File: src/rtl/rail_monitor.sv
// rail_monitor: per-rail supervisor between the regulator monitor comparators
// and the PMIC status outputs. Synchronises and debounces voltageGood and
// currentGood, sequences the rail enable through a ramp window with timeout,
// and latches voltage/current faults until cleared with the rail disabled.
//
// Ports:
//   clk             system clock (4 MHz internal oscillator)
//   i_rst_n         asynchronous active-low reset
//   i_enable        sequencer request to turn the rail on
//   i_clearFault    request to clear latched faults (honoured only when disabled)
//   i_voltageGood   raw voltage-good, asynchronous, high = in regulation
//   i_currentGood   raw current monitor, asynchronous, high = within limit
//   o_railEnable    regulator enable
//   o_railGood      rail up and healthy
//   o_voltageFault  latched voltage fault
//   o_currentFault  latched overcurrent fault
//   o_state         FSM state code
//
// state | meaning
// ------+--------------------------------------------------------------
// OFF   | rail disabled, waiting for i_enable
// RAMP  | rail enabled, waiting for voltageGood within RAMP_TIMEOUT cycles
// GOOD  | rail up; any debounced monitor drop latches a fault
// FAULT | rail disabled, flags held until i_clearFault with i_enable low

module rail_monitor #(
    parameter int DEBOUNCE_CYCLES = 16,
    parameter int RAMP_TIMEOUT    = 4000
) (
    input  logic       clk,
    input  logic       i_rst_n,
    input  logic       i_enable,
    input  logic       i_clearFault,
    input  logic       i_voltageGood,
    input  logic       i_currentGood,
    output logic       o_railEnable,
    output logic       o_railGood,
    output logic       o_voltageFault,
    output logic       o_currentFault,
    output logic [1:0] o_state
);

    localparam int              TW      = (RAMP_TIMEOUT > 1) ? $clog2(RAMP_TIMEOUT) : 1;
    localparam logic [TW-1:0]   T_LAST  = TW'(RAMP_TIMEOUT - 1);
    localparam logic [7:0]      DB_LAST = 8'(DEBOUNCE_CYCLES - 1);

    typedef enum logic [1:0] {
        OFF   = 2'd0,
        RAMP  = 2'd1,
        GOOD  = 2'd2,
        FAULT = 2'd3
    } state_t;

    // Bit 0 carries voltageGood, bit 1 carries currentGood.
    logic [1:0]    raw;
    logic [1:0]    sync_1;
    logic [1:0]    sync_2;
    logic [1:0]    deb;
    logic [7:0]    db_cnt [2];

    logic [TW-1:0] ramp_timer;
    state_t        state_q, state_d;
    logic          vfault_q, vfault_d;
    logic          cfault_q, cfault_d;

    logic          volt_ok;
    logic          curr_ok;
    logic          ramp_expired;

    assign raw = {i_currentGood, i_voltageGood};

    // Debounced currentGood resets to healthy so a rail is not faulted by the
    // synchroniser's reset value while it fills.
    always_ff @(posedge clk or negedge i_rst_n) begin
        if (!i_rst_n) begin
            sync_1    <= 2'b00;
            sync_2    <= 2'b00;
            deb       <= 2'b10;
            db_cnt[0] <= 8'd0;
            db_cnt[1] <= 8'd0;
        end else begin
            sync_1 <= raw;
            sync_2 <= sync_1;
            for (int i = 0; i < 2; i++) begin
                if (sync_2[i] == deb[i]) begin
                    db_cnt[i] <= 8'd0;
                end else if (db_cnt[i] == DB_LAST) begin
                    deb[i]    <= sync_2[i];
                    db_cnt[i] <= 8'd0;
                end else begin
                    db_cnt[i] <= db_cnt[i] + 8'd1;
                end
            end
        end
    end

    assign volt_ok = deb[0];
    assign curr_ok = deb[1];

    // Timer is held at zero outside RAMP, so every RAMP entry starts from zero.
    always_ff @(posedge clk or negedge i_rst_n) begin
        if (!i_rst_n) begin
            ramp_timer <= '0;
        end else if (state_q == RAMP) begin
            if (ramp_timer != T_LAST) begin
                ramp_timer <= ramp_timer + 1'b1;
            end
        end else begin
            ramp_timer <= '0;
        end
    end

    assign ramp_expired = (ramp_timer == T_LAST);

    always_ff @(posedge clk or negedge i_rst_n) begin
        if (!i_rst_n) begin
            state_q  <= OFF;
            vfault_q <= 1'b0;
            cfault_q <= 1'b0;
        end else begin
            state_q  <= state_d;
            vfault_q <= vfault_d;
            cfault_q <= cfault_d;
        end
    end

    always_comb begin
        state_d  = state_q;
        vfault_d = vfault_q;
        cfault_d = cfault_q;
        case (state_q)
            OFF: begin
                if (i_enable) begin
                    state_d = RAMP;
                end
            end
            RAMP: begin
                if (!i_enable) begin
                    state_d = OFF;
                end else if (!curr_ok) begin
                    state_d  = FAULT;
                    cfault_d = 1'b1;
                    // A coincident timeout is reported too, unless voltage made it.
                    if (ramp_expired && !volt_ok) begin
                        vfault_d = 1'b1;
                    end
                end else if (volt_ok) begin
                    state_d = GOOD;
                end else if (ramp_expired) begin
                    state_d  = FAULT;
                    vfault_d = 1'b1;
                end
            end
            GOOD: begin
                if (!i_enable) begin
                    state_d = OFF;
                end else if (!curr_ok || !volt_ok) begin
                    state_d  = FAULT;
                    cfault_d = !curr_ok;
                    vfault_d = !volt_ok;
                end
            end
            FAULT: begin
                if (i_clearFault && !i_enable) begin
                    state_d  = OFF;
                    vfault_d = 1'b0;
                    cfault_d = 1'b0;
                end
            end
            default: state_d = OFF;
        endcase
    end

    assign o_railEnable   = (state_q == RAMP) || (state_q == GOOD);
    assign o_railGood     = (state_q == GOOD);
    assign o_voltageFault = vfault_q;
    assign o_currentFault = cfault_q;
    assign o_state        = state_q;

endmodule

File: config.mk
export PLATFORM = sky130hd
export DESIGN_NAME = rail_monitor
export DESIGN_NICKNAME = d
export VERILOG_FILES = /design/src/rtl/rail_monitor.sv
export SDC_FILE = /design/constraint.sdc
export NUM_CORES = 1
export LEC_CHECK = 0
export BUFFER_PORTS_ARGS = -buffer_cell sky130_fd_sc_hd__buf_2
export CORE_MARGIN = 2
export CORE_UTILIZATION = 34
export CTS_CLUSTER_DIAMETER = 60
export DETAILED_ROUTE_END_ITERATION = 7
export PLACE_DENSITY = 0.48
export SLEW_MARGIN = 20
export SYNTH_ARGS = -nofsm -noshare
export SYNTH_HDL_FRONTEND = slang
export SYNTH_SLANG_ARGS = --single-unit
File: constraint.sdc
create_clock -name clk -period 5.6 [get_ports clk]
set_clock_uncertainty 0.15 [all_clocks]
set_input_delay 0.28 -clock clk [delete_from_list [all_inputs] [get_ports clk]]
set_output_delay 0.28 -clock clk [all_outputs]
set_load 0.05 [all_outputs]
==> flow_summary_export.csv <==
group,metric,value,unit
synthesis,synthAdderAreaFrac,5.37,%
min_path,min-delay-path-class,"register to register",
synthesis,synthMuxAreaShare,2.35,%
floorplanning,dieArea,6090,um^2
floorplanning,fp.dieW,78.1,um
global_route,groute.layer.met3.usage,3.45,%
synthesis,ys_seq_area_share,51.1,%
cts,clkSlewWorstSetupHoldPaths,0.08,ns
sta,finalHoldViolCount,0,
synthesis,ys_ff_latch,38,
sta,setup_tns,0,ns
critical_path,path_cells,"inv_1 -> ha_1 -> clkinv_1 -> nor3_1 -> a21oi_1 -> a32o_1",
cts,clk_latency,0.28,ns
floorplanning,coreArea,5200,um^2
critical_path,crit_buf_inv,2,
global_route,grt_max_degree,39,
power,p_per_area,389,nW/um^2
place,port_buffers,11,
global_route,busiest_layer,"met2",
cts,clockRootBuffer,"clkbuf_8",
sta,finalCritPeriodShare,38.6,%
cts,htreeDepth,2,
sta,max_clock_freq,0.463,GHz
cts,cts_tree,"built",
run,cap_violations,0,
cts,clk_path_buf_depth,2,
synthesis,synth_nets,195,
global_route,grt_antenna_before_repair,0,
sta,fin_crit,2.16,ns
synthesis,synth-compound-area-share,9.26,%
critical_path,crit_type,"register to register",
sta,drv_slew,0,
final_layout,fin_nets,212,
routing,first_iter_violations,51,
critical_path,reg2regPathDepth,6,
place,gp_congestion,0.847,
synthesis,synth_top_family_by_area,"simple AND/OR/NAND/NOR gates",
routing,drc,0,
synthesis,yosys.area_share.simple,20.1,%
critical_path,cpPeakStageDelay,0.43,ns
synthesis,synth.area.top_cells,"dfrtp_1 50%, xor2_1 6.1%, ha_1 5.4%",
sta,rsz0062_at_grt,"false",
critical_path,cpLargestDelayFamily,"buffers and inverters",
routing,vias_per_cell,4.96,
place,hpwlAfterDp,2430,um
global_route,grt_pass1_vias,1333,
power,p_total,0.000828,W
floorplanning,rows,26,
status,status,"finished clean",
critical_path,reg2reg_to,"o_state[1]",
synthesis,async_flop_share,100,%
cts,cts_buffers,5,
cts,hold_buffers,3,
routing,drt-total-wl,3390,um
critical_path,crit_path_end_kind,"register",
cts,clock-sinks,38,
routing,drt.antenna.violating_nets,0,
min_path,whs_endpoint,"sync_2[0]",
critical_path,ff2ff_setup_slack,3.44,ns
min_path,min_path_cells,0,
final_layout,drive_gt1_share,12.6,%
sta,worst_pin_slew,0.853,ns
routing,first_pass_iters,4,
synthesis,synth_top_area_cell,"dfrtp_1",
synthesis,synth_top_area_share,49.7,%
global_route,gr-total-overflow,0,
cts,cts.repair.resized,0,
global_route,met1_usage,16.4,%
critical_path,crit_path_start_kind,"register",
critical_path,worstPathMaxFanout,10,
sta,setup_violations,0,
synthesis,syn_inst,181,
floorplanning,ioPinCount,12,
critical_path,slowest_stage,"dfrtp_1",
min_path,min-delay-start,"sync_1[0]",
critical_path,crit_arrival,2.19,ns
floorplanning,initial_core_util,35.8,%
synthesis,synth_xor_area_share,9.40,%
synthesis,synth-main-ff-cell,"dfrtp_1",
synthesis,yosysWarnings,0,
power,p_leak,0.967,nW
routing,vias,1334,
synthesis,ys_types,35,
synthesis,synth.avg_cell_area,10.3,um^2
cts,post_cts_buffers,0,
routing,routedWlPerCell,12.6,um
power,ir_drop,209,uV
synthesis,synth_area,1860,um^2
sta,maxSlewHeadroom,43.1,%
critical_path,reg2reg_from,"o_state[1]",
synthesis,synth_edf_count,0,
global_route,grt_use_met2,19.7,%
final_layout,n_antenna_cell,0,
floorplanning,die_y,78.1,um
critical_path,worstPathRequired,5.63,ns
global_route,grt_first_pass_wirelength,6000,um
global_route,globalRouteTotalUtil,12.4,%
final_layout,syn_to_final_growth,14.2,%
## metal layers
metal / share of wire (%) / wire, um
met1: 49 / 1650
met2: 48 / 1630
met3: 2.8 / 96
met4: 0.56 / 19
met5: 0 / 0
## registers in the layout (all words and copies together), names as in the netlist
signal	count
o_state	2
sync_2	2
ramp_timer	12
db_cnt	16
sync_1	2
o_voltageFault	1
o_currentFault	1
deb	2
## final cells by class
type                            count  area [um^2]
Inverter                            8         30.0
Clock inverter                      3         40.0
Fill cell                         517         3080
Clock buffer                        5         68.8
Multi-Input combinational cell    131          866
Tap cell                           70         87.6
Sequential cell                    38          952
Timing Repair Buffer               14         85.1
## cells by family after synthesis
logic type,after synthesis
fa+ha+maj,8
compound gates,27
xor+xnor,20
flops,38
buf+inv,12
simple gates,72
mux,4
## Yosys cell counts (5+ instances only)
cell      n
nor2_1   19
ha_1      8
xnor2_1   7
xor2_1   13
inv_1     7
nand2_1  15
dfrtp_1  37
o21ai_0   8
and3_1    5
a21oi_1   6
a31oi_1   5
nand3_1   7
## report_power, final
part	switching, W	internal, W
Combinational	0.000190	0.0000839
Sequential	0.0000249	0.000302
Clock	0.0000960	0.000131
Total	0.000311	0.000517
## worst register-to-register path: stages (launching register included)
cell	delay (ns)
dfrtp_1	0.43
inv_1	0.12
ha_1	0.33
clkinv_1	0.34
nor3_1	0.33
a21oi_1	0.11
a32o_1	0.25
## placed cells by master (no fill, tap or decap), types with 4 or more instances in the layout
cell and instances:
buf_2 11, ha_1 8, xor2_1 13, nand2_1 15, and4_1 4, nor2_1 19
dfrtp_1 37, clkbuf_8 5, or3_1 4, o21ai_0 8, nand3_1 7, a21oi_1 6
a31oi_1 5, and3_1 5, nor4_1 4, xnor2_1 7, inv_1 7, and2_1 4
## worst max path at each step
stage               start        endpoint  slack, ns  cells after the start
2_1_floorplan  o_state[0]  o_voltageFault       3.19                      6
3_3_place_gp   o_state[1]      o_state[1]       3.52                      6
3_5_place_dp   o_state[1]      o_state[1]       3.44                      6
4_1_cts        o_state[1]      o_state[1]       3.43                      6
5_1_grt        o_state[1]      o_state[1]       3.22                      6
6_report       o_state[1]      o_state[1]       3.44                      6
## metrics by stage
stage | hold slack, ns | util (%) | setup slack, ns | area (um^2) | cells
floorplan | -0.166 | - | 3.19 | 1860 | 181
global placement | 0.183 | 38.2 | 3.52 | 1990 | 258
detailed placement | 0.186 | 38.2 | 3.44 | 1990 | 258
CTS | 0.201 | 40.9 | 3.43 | 2130 | 269
global route | 0.209 | 40.9 | 3.22 | 2130 | 269
finish | 0.198 | 40.9 | 3.44 | 2130 | 269
(Power assumes the default switching activity.)
